<file path="config.mk">
export PLATFORM = sky130hd
export DESIGN_NAME = iob_mem_arbiter_2x1
export DESIGN_NICKNAME = d
export VERILOG_FILES = /design/src/rtl/iob_mem_arbiter_2x1.sv
export SDC_FILE = /design/constraint.sdc
export NUM_CORES = 1
export LEC_CHECK = 0
export CAP_MARGIN = 20
export CORE_AREA = 2 2 123 125
export CTS_CLUSTER_DIAMETER = 30
export CTS_CLUSTER_SIZE = 25
export DETAILED_ROUTE_END_ITERATION = 16
export DIE_AREA = 0 0 125 127
export DONT_BUFFER_PORTS = 1
export GPL_ROUTABILITY_DRIVEN = 0
export GPL_TIMING_DRIVEN = 1
export PLACE_DENSITY_LB_ADDON = 0.08
export SYNTH_ARGS = -nofsm -noshare
export SYNTH_HDL_FRONTEND = slang
export SYNTH_SLANG_ARGS = --single-unit
</file>
<file path="constraint.sdc">
create_clock -name clk_i -period 2.7 [get_ports clk_i]
set_input_delay 0.675 -clock clk_i [delete_from_list [all_inputs] [get_ports clk_i]]
set_output_delay 0.675 -clock clk_i [all_outputs]
set_load 0.05 [all_outputs]
</file>
<file path="src/rtl/iob_mem_arbiter_2x1.sv">
// ============================================================================
// Module   : iob_mem_arbiter_2x1
// Purpose  : Two-requester round-robin arbiter onto one IOb-native memory port
//            with read-response routing and a read watchdog.
// Revision : 1.0
// ============================================================================
`default_nettype none

module iob_mem_arbiter_2x1 #(
  parameter int          ADDR_W    = 32,
  parameter int          DATA_W    = 32,
  parameter int          TIMEOUT_W = 8,
  parameter logic [31:0] ERR_DATA  = 32'hDEADBEEF
) (
  input  logic                clk_i,
  input  logic                arstn_i,
  input  logic                cke_i,
  input  logic                m0_iob_valid_i,
  input  logic [ADDR_W-1:0]   m0_iob_addr_i,
  input  logic [DATA_W-1:0]   m0_iob_wdata_i,
  input  logic [DATA_W/8-1:0] m0_iob_wstrb_i,
  output logic                m0_iob_ready_o,
  output logic                m0_iob_rvalid_o,
  output logic [DATA_W-1:0]   m0_iob_rdata_o,
  input  logic                m1_iob_valid_i,
  input  logic [ADDR_W-1:0]   m1_iob_addr_i,
  input  logic [DATA_W-1:0]   m1_iob_wdata_i,
  input  logic [DATA_W/8-1:0] m1_iob_wstrb_i,
  output logic                m1_iob_ready_o,
  output logic                m1_iob_rvalid_o,
  output logic [DATA_W-1:0]   m1_iob_rdata_o,
  output logic                s_iob_valid_o,
  output logic [ADDR_W-1:0]   s_iob_addr_o,
  output logic [DATA_W-1:0]   s_iob_wdata_o,
  output logic [DATA_W/8-1:0] s_iob_wstrb_o,
  input  logic                s_iob_ready_i,
  input  logic                s_iob_rvalid_i,
  input  logic [DATA_W-1:0]   s_iob_rdata_i,
  output logic                busy_o,
  output logic                timeout_o
);

  localparam logic [DATA_W-1:0]    c_ERR_DATA = DATA_W'(ERR_DATA);
  localparam logic [TIMEOUT_W-1:0] c_CNT_MAX  = '1;

  typedef enum logic [1:0] {
    S_IDLE    = 2'd0,
    S_REQ     = 2'd1,
    S_WAIT_RD = 2'd2
  } state_t;

  state_t               state_q, state_d;
  logic                 grant_q, grant_d;
  logic                 last_grant_q, last_grant_d;
  logic [TIMEOUT_W-1:0] cnt_q, cnt_d;

  logic                 w_gnt_valid;
  logic [ADDR_W-1:0]    w_gnt_addr;
  logic [DATA_W-1:0]    w_gnt_wdata;
  logic [DATA_W/8-1:0]  w_gnt_wstrb;

  logic                 w_s_valid;
  logic [ADDR_W-1:0]    w_s_addr;
  logic [DATA_W-1:0]    w_s_wdata;
  logic [DATA_W/8-1:0]  w_s_wstrb;
  logic                 w_ready;
  logic                 w_rvalid;
  logic [DATA_W-1:0]    w_rdata;
  logic                 w_timeout;

  assign w_gnt_valid = grant_q ? m1_iob_valid_i : m0_iob_valid_i;
  assign w_gnt_addr  = grant_q ? m1_iob_addr_i  : m0_iob_addr_i;
  assign w_gnt_wdata = grant_q ? m1_iob_wdata_i : m0_iob_wdata_i;
  assign w_gnt_wstrb = grant_q ? m1_iob_wstrb_i : m0_iob_wstrb_i;

  always_ff @(posedge clk_i or negedge arstn_i) begin
    if (!arstn_i) begin
      state_q      <= S_IDLE;
      grant_q      <= 1'b0;
      last_grant_q <= 1'b1;
      cnt_q        <= '0;
    end else begin
      state_q      <= state_d;
      grant_q      <= grant_d;
      last_grant_q <= last_grant_d;
      cnt_q        <= cnt_d;
    end
  end

  always_comb begin
    state_d      = state_q;
    grant_d      = grant_q;
    last_grant_d = last_grant_q;
    cnt_d        = cnt_q;
    w_s_valid    = 1'b0;
    w_s_addr     = '0;
    w_s_wdata    = '0;
    w_s_wstrb    = '0;
    w_ready      = 1'b0;
    w_rvalid     = 1'b0;
    w_rdata      = '0;
    w_timeout    = 1'b0;

    case (state_q)
      S_IDLE: begin
        if (m0_iob_valid_i || m1_iob_valid_i) begin
          grant_d = (m0_iob_valid_i && m1_iob_valid_i) ? ~last_grant_q : m1_iob_valid_i;
          state_d = S_REQ;
        end
      end
      S_REQ: begin
        w_s_valid = w_gnt_valid;
        w_s_addr  = w_gnt_addr;
        w_s_wdata = w_gnt_wdata;
        w_s_wstrb = w_gnt_wstrb;
        w_ready   = s_iob_ready_i;
        // A requester withdrawing before acceptance forfeits without a priority change.
        if (!w_gnt_valid) begin
          state_d = S_IDLE;
        end else if (s_iob_ready_i) begin
          if (|w_gnt_wstrb) begin
            state_d      = S_IDLE;
            last_grant_d = grant_q;
          end else begin
            state_d = S_WAIT_RD;
            cnt_d   = '0;
          end
        end
      end
      S_WAIT_RD: begin
        if (s_iob_rvalid_i) begin
          w_rvalid     = 1'b1;
          w_rdata      = s_iob_rdata_i;
          state_d      = S_IDLE;
          last_grant_d = grant_q;
        end else if (cnt_q == c_CNT_MAX) begin
          w_rvalid     = 1'b1;
          w_rdata      = c_ERR_DATA;
          w_timeout    = 1'b1;
          state_d      = S_IDLE;
          last_grant_d = grant_q;
        end else begin
          cnt_d = cnt_q + 1'b1;
        end
      end
      default: state_d = S_IDLE;
    endcase

    // Clock-enable low freezes every register and silences all handshakes.
    if (!cke_i) begin
      state_d      = state_q;
      grant_d      = grant_q;
      last_grant_d = last_grant_q;
      cnt_d        = cnt_q;
      w_s_valid    = 1'b0;
      w_ready      = 1'b0;
      w_rvalid     = 1'b0;
      w_timeout    = 1'b0;
    end
  end

  assign s_iob_valid_o   = w_s_valid;
  assign s_iob_addr_o    = w_s_addr;
  assign s_iob_wdata_o   = w_s_wdata;
  assign s_iob_wstrb_o   = w_s_wstrb;

  assign m0_iob_ready_o  = w_ready  & ~grant_q;
  assign m1_iob_ready_o  = w_ready  &  grant_q;
  assign m0_iob_rvalid_o = w_rvalid & ~grant_q;
  assign m1_iob_rvalid_o = w_rvalid &  grant_q;
  assign m0_iob_rdata_o  = grant_q ? '0 : w_rdata;
  assign m1_iob_rdata_o  = grant_q ? w_rdata : '0;

  assign busy_o          = (state_q != S_IDLE);
  assign timeout_o       = w_timeout;

endmodule

`default_nettype wire

</file>
Word level (Yosys, flattened, before mapping)
Cells that the tools add are included.
W data, S select, Z words.
{"block": "word_totals", "ff_bits": 12, "in_bits": 175, "out_inout_bits": 139, "wordCells": 76}
{"block": "classes", "addsub": 1, "n_eq_ne": 12, "mux": 43, "bitwise_logic": 6, "reduce_logical": 10}
{"cell": "$mux W32", "n": 9}
{"cell": "$mux W8", "n": 5}
{"cell": "$mux W1", "n": 18}
{"cell": "$pmux W8 S2", "n": 1}
{"cell": "$ne A2 B2 Y1 const B", "n": 7}
{"cell": "$mux W2", "n": 6}
{"cell": "$add A8 B1 Y8 const B", "n": 1}
{"cell": "$eq A8 B8 Y1 const B", "n": 1}
{"cell": "$mux W4", "n": 2}
{"cell": "$reduce_and A7 Y1", "n": 1}
{"cell": "$ne A3 B3 Y1 const B", "n": 2}
{"cell": "$pmux W2 S3", "n": 1}
{"cell": "$reduce_and A6 Y1", "n": 1}
{"cell": "$and A1 B1 Y1", "n": 4}
{"cell": "$reduce_and A4 Y1", "n": 1}
{"cell": "$reduce_bool A2 Y1", "n": 2}
{"cell": "$reduce_or A4 Y1", "n": 1}
{"cell": "$reduce_and A3 Y1", "n": 1}
{"cell": "$eq A2 B1 Y1 const B", "n": 1}
{"cell": "$eq A2 B2 Y1 const B", "n": 1}
{"cell": "$logic_not A2 Y1", "n": 1}
{"cell": "$not A1 Y1", "n": 2}
{"cell": "$pmux W1 S2", "n": 1}
{"cell": "$logic_and A1 B1 Y1", "n": 1}
{"cell": "$logic_or A1 B1 Y1", "n": 1}

Depth between registers and ports, before layout
{"block": "logic_depth", "depth_word": 6, "depth_mapped": 6, "mapped_depth_nobuf": 5}

Worst setup path before layout
Ideal clock, no wire load.
{"block": "synth_path", "path_type": "input to output", "startpoint": "input s_iob_rvalid_i", "endpoint": "output m1_iob_rdata_o[10]", "arrival_ns": 1.969, "t_required_ns": 2.025, "path_slack_ns": 0.056, "stages": 5, "path_buffers": 1, "path_cell_list": "clkinv_1 -> o21ai_2 -> nand3_2 -> buf_2 -> nor2_1"}
{"block": "synth_via", "elab_chain_len": 3}
{"item": "start: declaration", "line_no": "37", "rtl": "input logic s_iob_rvalid_i,"}
{"item": "$mux W32", "line_no": "131", "rtl": "if (s_iob_rvalid_i) begin"}
{"item": "$mux W32", "line_no": "104", "rtl": "case (state_q)"}
{"item": "$mux W32", "line_no": "172", "rtl": "assign m1_iob_rdata_o = grant_q ? w_rdata : '0;"}
{"item": "end: declaration", "line_no": "31", "rtl": "output logic [DATA_W-1:0] m1_iob_rdata_o,"}
No other way between the ends.

Worst setup path in the final report
{"block": "layout_path", "startpoint": "register state_q[0]", "endpoint": "output m1_iob_rdata_o[20]"}
{"block": "layout_via", "elab_chain_len": 3}
{"item": "start: declaration", "line_no": "52", "rtl": "state_t state_q, state_d;"}
{"item": "start signal: assignment", "line_no": "83", "rtl": "state_q <= state_d;"}
{"item": "$eq A2 B2 Y1", "line_no": "104"}
{"item": "$mux W32", "line_no": "104"}
{"item": "$mux W32", "line_no": "172"}
No other way between the ends.

==> impl_metrics.tcl <==
set metrics [dict create \
    clock-skew-final_ns 0.00131 \
    grt_first_pass_wirelength_mm 15.3 \
    relSlewSlack_pct 65.9 \
    worst_slack_ns 0.0973 \
    status "finished clean" \
    h-tree-depth 1 \
    dp_hpwl_mm 9.18 \
    place_ws_ns 0.270 \
    wl_mm 10.8 \
    yosysSeqAreaShare_pct 12.8 \
    antenna_found_initial 0 \
    r2r_cells 5 \
    io-pin-count 314 \
    grt_overflow 0 \
    synthCells 352 \
    period_share_pct 96.4 \
    hold_class "input pin to asynchronous set/reset pin" \
    ir_drop_uv 613 \
    nNetsFinal 637 \
    start_util_pct 16.3 \
    clk_pin_slew_ns 0.05 \
    hold_buffers 0 \
    p_per_area_mw_per_mm2 994 \
    period_minus_slack_ns 2.60 \
    grt_util_all_layers_pct 12.1 \
    syn_to_final_growth_pct 56.9 \
    setup_violations 0 \
    syn-mean-instance-area_um2 6.67 \
    placed_area_mm2 0.00346 \
    finish.instance_area_mm2 0.00368 \
    diodes 0 \
    cts_tree "yes" \
    layout-drive-gt1-share_pct 34.8 \
    rsz0062_at_grt "true" \
    crit_fanout 15 \
    reg2reg_from "state_q[1]" \
    syn-cell-area_mm2 0.00235 \
    vias 2857 \
    syn_nets 528 \
    wl_per_cell_um 16.8 \
    drc 0 \
    fin_hold_ws_ns 0.117 \
    tightest_slew_ns 0.515 \
    drv_cap 0 \
    core_mm2 0.0144 \
    synth-edff-count 0 \
    drt_iter0_markers 82 \
    worstSkewPairLatency_ns 0.25 \
    rrSetupSlack_ns 0.72 \
    firstDrtPassIters 4 \
    die_h_um 127 \
    r2r_end "cnt_q[1]" \
    grt_pass1_vias 2789 \
    numCtsBuffers 3 \
    root_buffer "clkbuf_16" \
    drv_slew 0 \
    clock-sinks 12 \
    fp.dieArea_mm2 0.0159 \
    die_w_um 125 \
    fmax_ghz 0.384 \
    start_kind "register" \
    power.leakage_nw 1.87 \
    worstSetupEndpointType "primary output" \
    clock_path_buffers 2 \
    grt_max_degree 56 \
    ys_seq_elements 12 \
    ant_nets 0 \
    ys_warn_count 0 \
    port_buffers 0 \
    synth-async-reset-ratio_pct 100 \
    cp.arrival_ns 1.93 \
    num_rows 44 \
    critPathKind "register to primary output" \
    synth_ff_type "dfrtp_1" \
    required_ns 2.03 \
    hold_viol 0 \
    viasPerCell 4.44 \
    synthDistinctLibCells 47 \
]
-- power by group --
group	internal [W]	switching [W]
logic	0.000962	0.00207
registers	0.000217	0.000110
clock network	0.000201	0.0000958
-- kinds of logic (layout without fill, tap and decap cells) --
kind of cell	count (synthesis)	count (layout)	share of synthesized area, %
and+or+nand+nor	206	206	39.8
muxes	70	70	29.9
AOI/OAI and AO/OA	33	33	10.7
buffers and inverters	30	138	6.18
DFF	12	12	12.8
adders and majority gates	1	1	0.533
-- worst max-delay path: stages, from the launching register on --
cell     delay (ns)
dfrtp_1        0.48
and2b_4        0.42
and3_1         0.29
and2_1         0.47
-- metrics by stage --
stage,TNS (ns),total power (W),utilization (%),std cells
finish,0,0.00366,25.5,644
global route,-0.428,0.00384,25.5,644
CTS,0,0.00371,24.6,644
detailed placement,0,0.00340,24.0,639
global placement,0,0.00340,24.0,639
floorplan,0,0.00260,-,352
-- registers in the layout, indices dropped and copies added (netlist names) --
signal        flops
cnt_q             8
last_grant_q      1
grant_q           1
state_q           2
-- per-layer routing --
| layer | vias up | wire length [um] | track usage, % |
|---|---|---|---|
| met5 | - | 0 | 0 |
| met4 | 0 | 78 | 2.61 |
| met3 | 5 | 776 | 2.43 |
| met2 | 153 | 6070 | 24.5 |
| met1 | 1289 | 3880 | 12.8 |
| li1 | 1410 | - | - |
-- timing repair --
action                                  in CTS  in global routing
pin swaps                                    1                  2
resized for setup                            0                 41
gates cloned                                 0                  0
endpoints found under the setup margin       2                 58
setup buffers                                1                  0
-- layout by cell type, fill, tap and decap left out, drive strengths merged, types with 3 or more instances in the layout --
| cell | instances |
|---|---|
| a21oi | 3 |
| a31oi | 6 |
| and2 | 18 |
| and3 | 4 |
| buf | 130 |
| clkbuf | 4 |
| dfrtp | 11 |
| inv | 3 |
| mux2i | 69 |
| nand2 | 10 |
| nand3 | 5 |
| nor2 | 153 |
| o21ai | 8 |
-- worst max path at each step --
stage,startpoint,to,slack [ns],cells past startpoint
after global routing,cnt_q[1],m1_iob_rdata_o[27],-0.04,7
after floorplan,s_iob_rvalid_i,m1_iob_rdata_o[10],0.06,5
after CTS,cnt_q[0],m1_iob_rdata_o[15],0.0004,7
final,state_q[0],m1_iob_rdata_o[20],0.1,3
after detailed placement,cnt_q[0],m1_iob_rdata_o[7],0.27,7
after global placement,cnt_q[0],m1_iob_rdata_o[18],0.31,7
-- cells in the mapped netlist, types with 2 or more instances --
cell type | number | area share (%)
mux2i_1 | 69 | 29
nand3_1 | 3 | 0.64
nand4_1 | 2 | 0.53
and2_1 | 18 | 4.8
a21oi_1 | 3 | 0.64
o2bb2ai_1 | 2 | 0.75
a31oi_1 | 6 | 1.6
o31a_1 | 2 | 0.75
dfrtp_1 | 11 | 12
o31ai_1 | 2 | 0.64
and3_1 | 4 | 1.1
o21ai_1 | 2 | 0.43
clkbuf_1 | 6 | 0.96
nor2_1 | 151 | 24
nor4_4 | 2 | 1.8
buf_4 | 3 | 0.96
o21ai_0 | 5 | 1.1
a32o_1 | 2 | 0.85
or2_2 | 2 | 0.53
nor2_2 | 2 | 0.53
nand2_1 | 10 | 1.6
nand3_2 | 2 | 0.85
buf_2 | 17 | 3.6
inv_1 | 3 | 0.48
-- area by class of cell --
class / count / area [um2]
clock buffer: 4 / 78.8
fill: 1636 / 10700
timing repair buffer: 130 / 1120
tap: 184 / 230
sequential: 12 / 307
multi-input combinational: 310 / 1930
inverter: 4 / 15.0
Note: power is estimated with default switching activity, not from simulation.
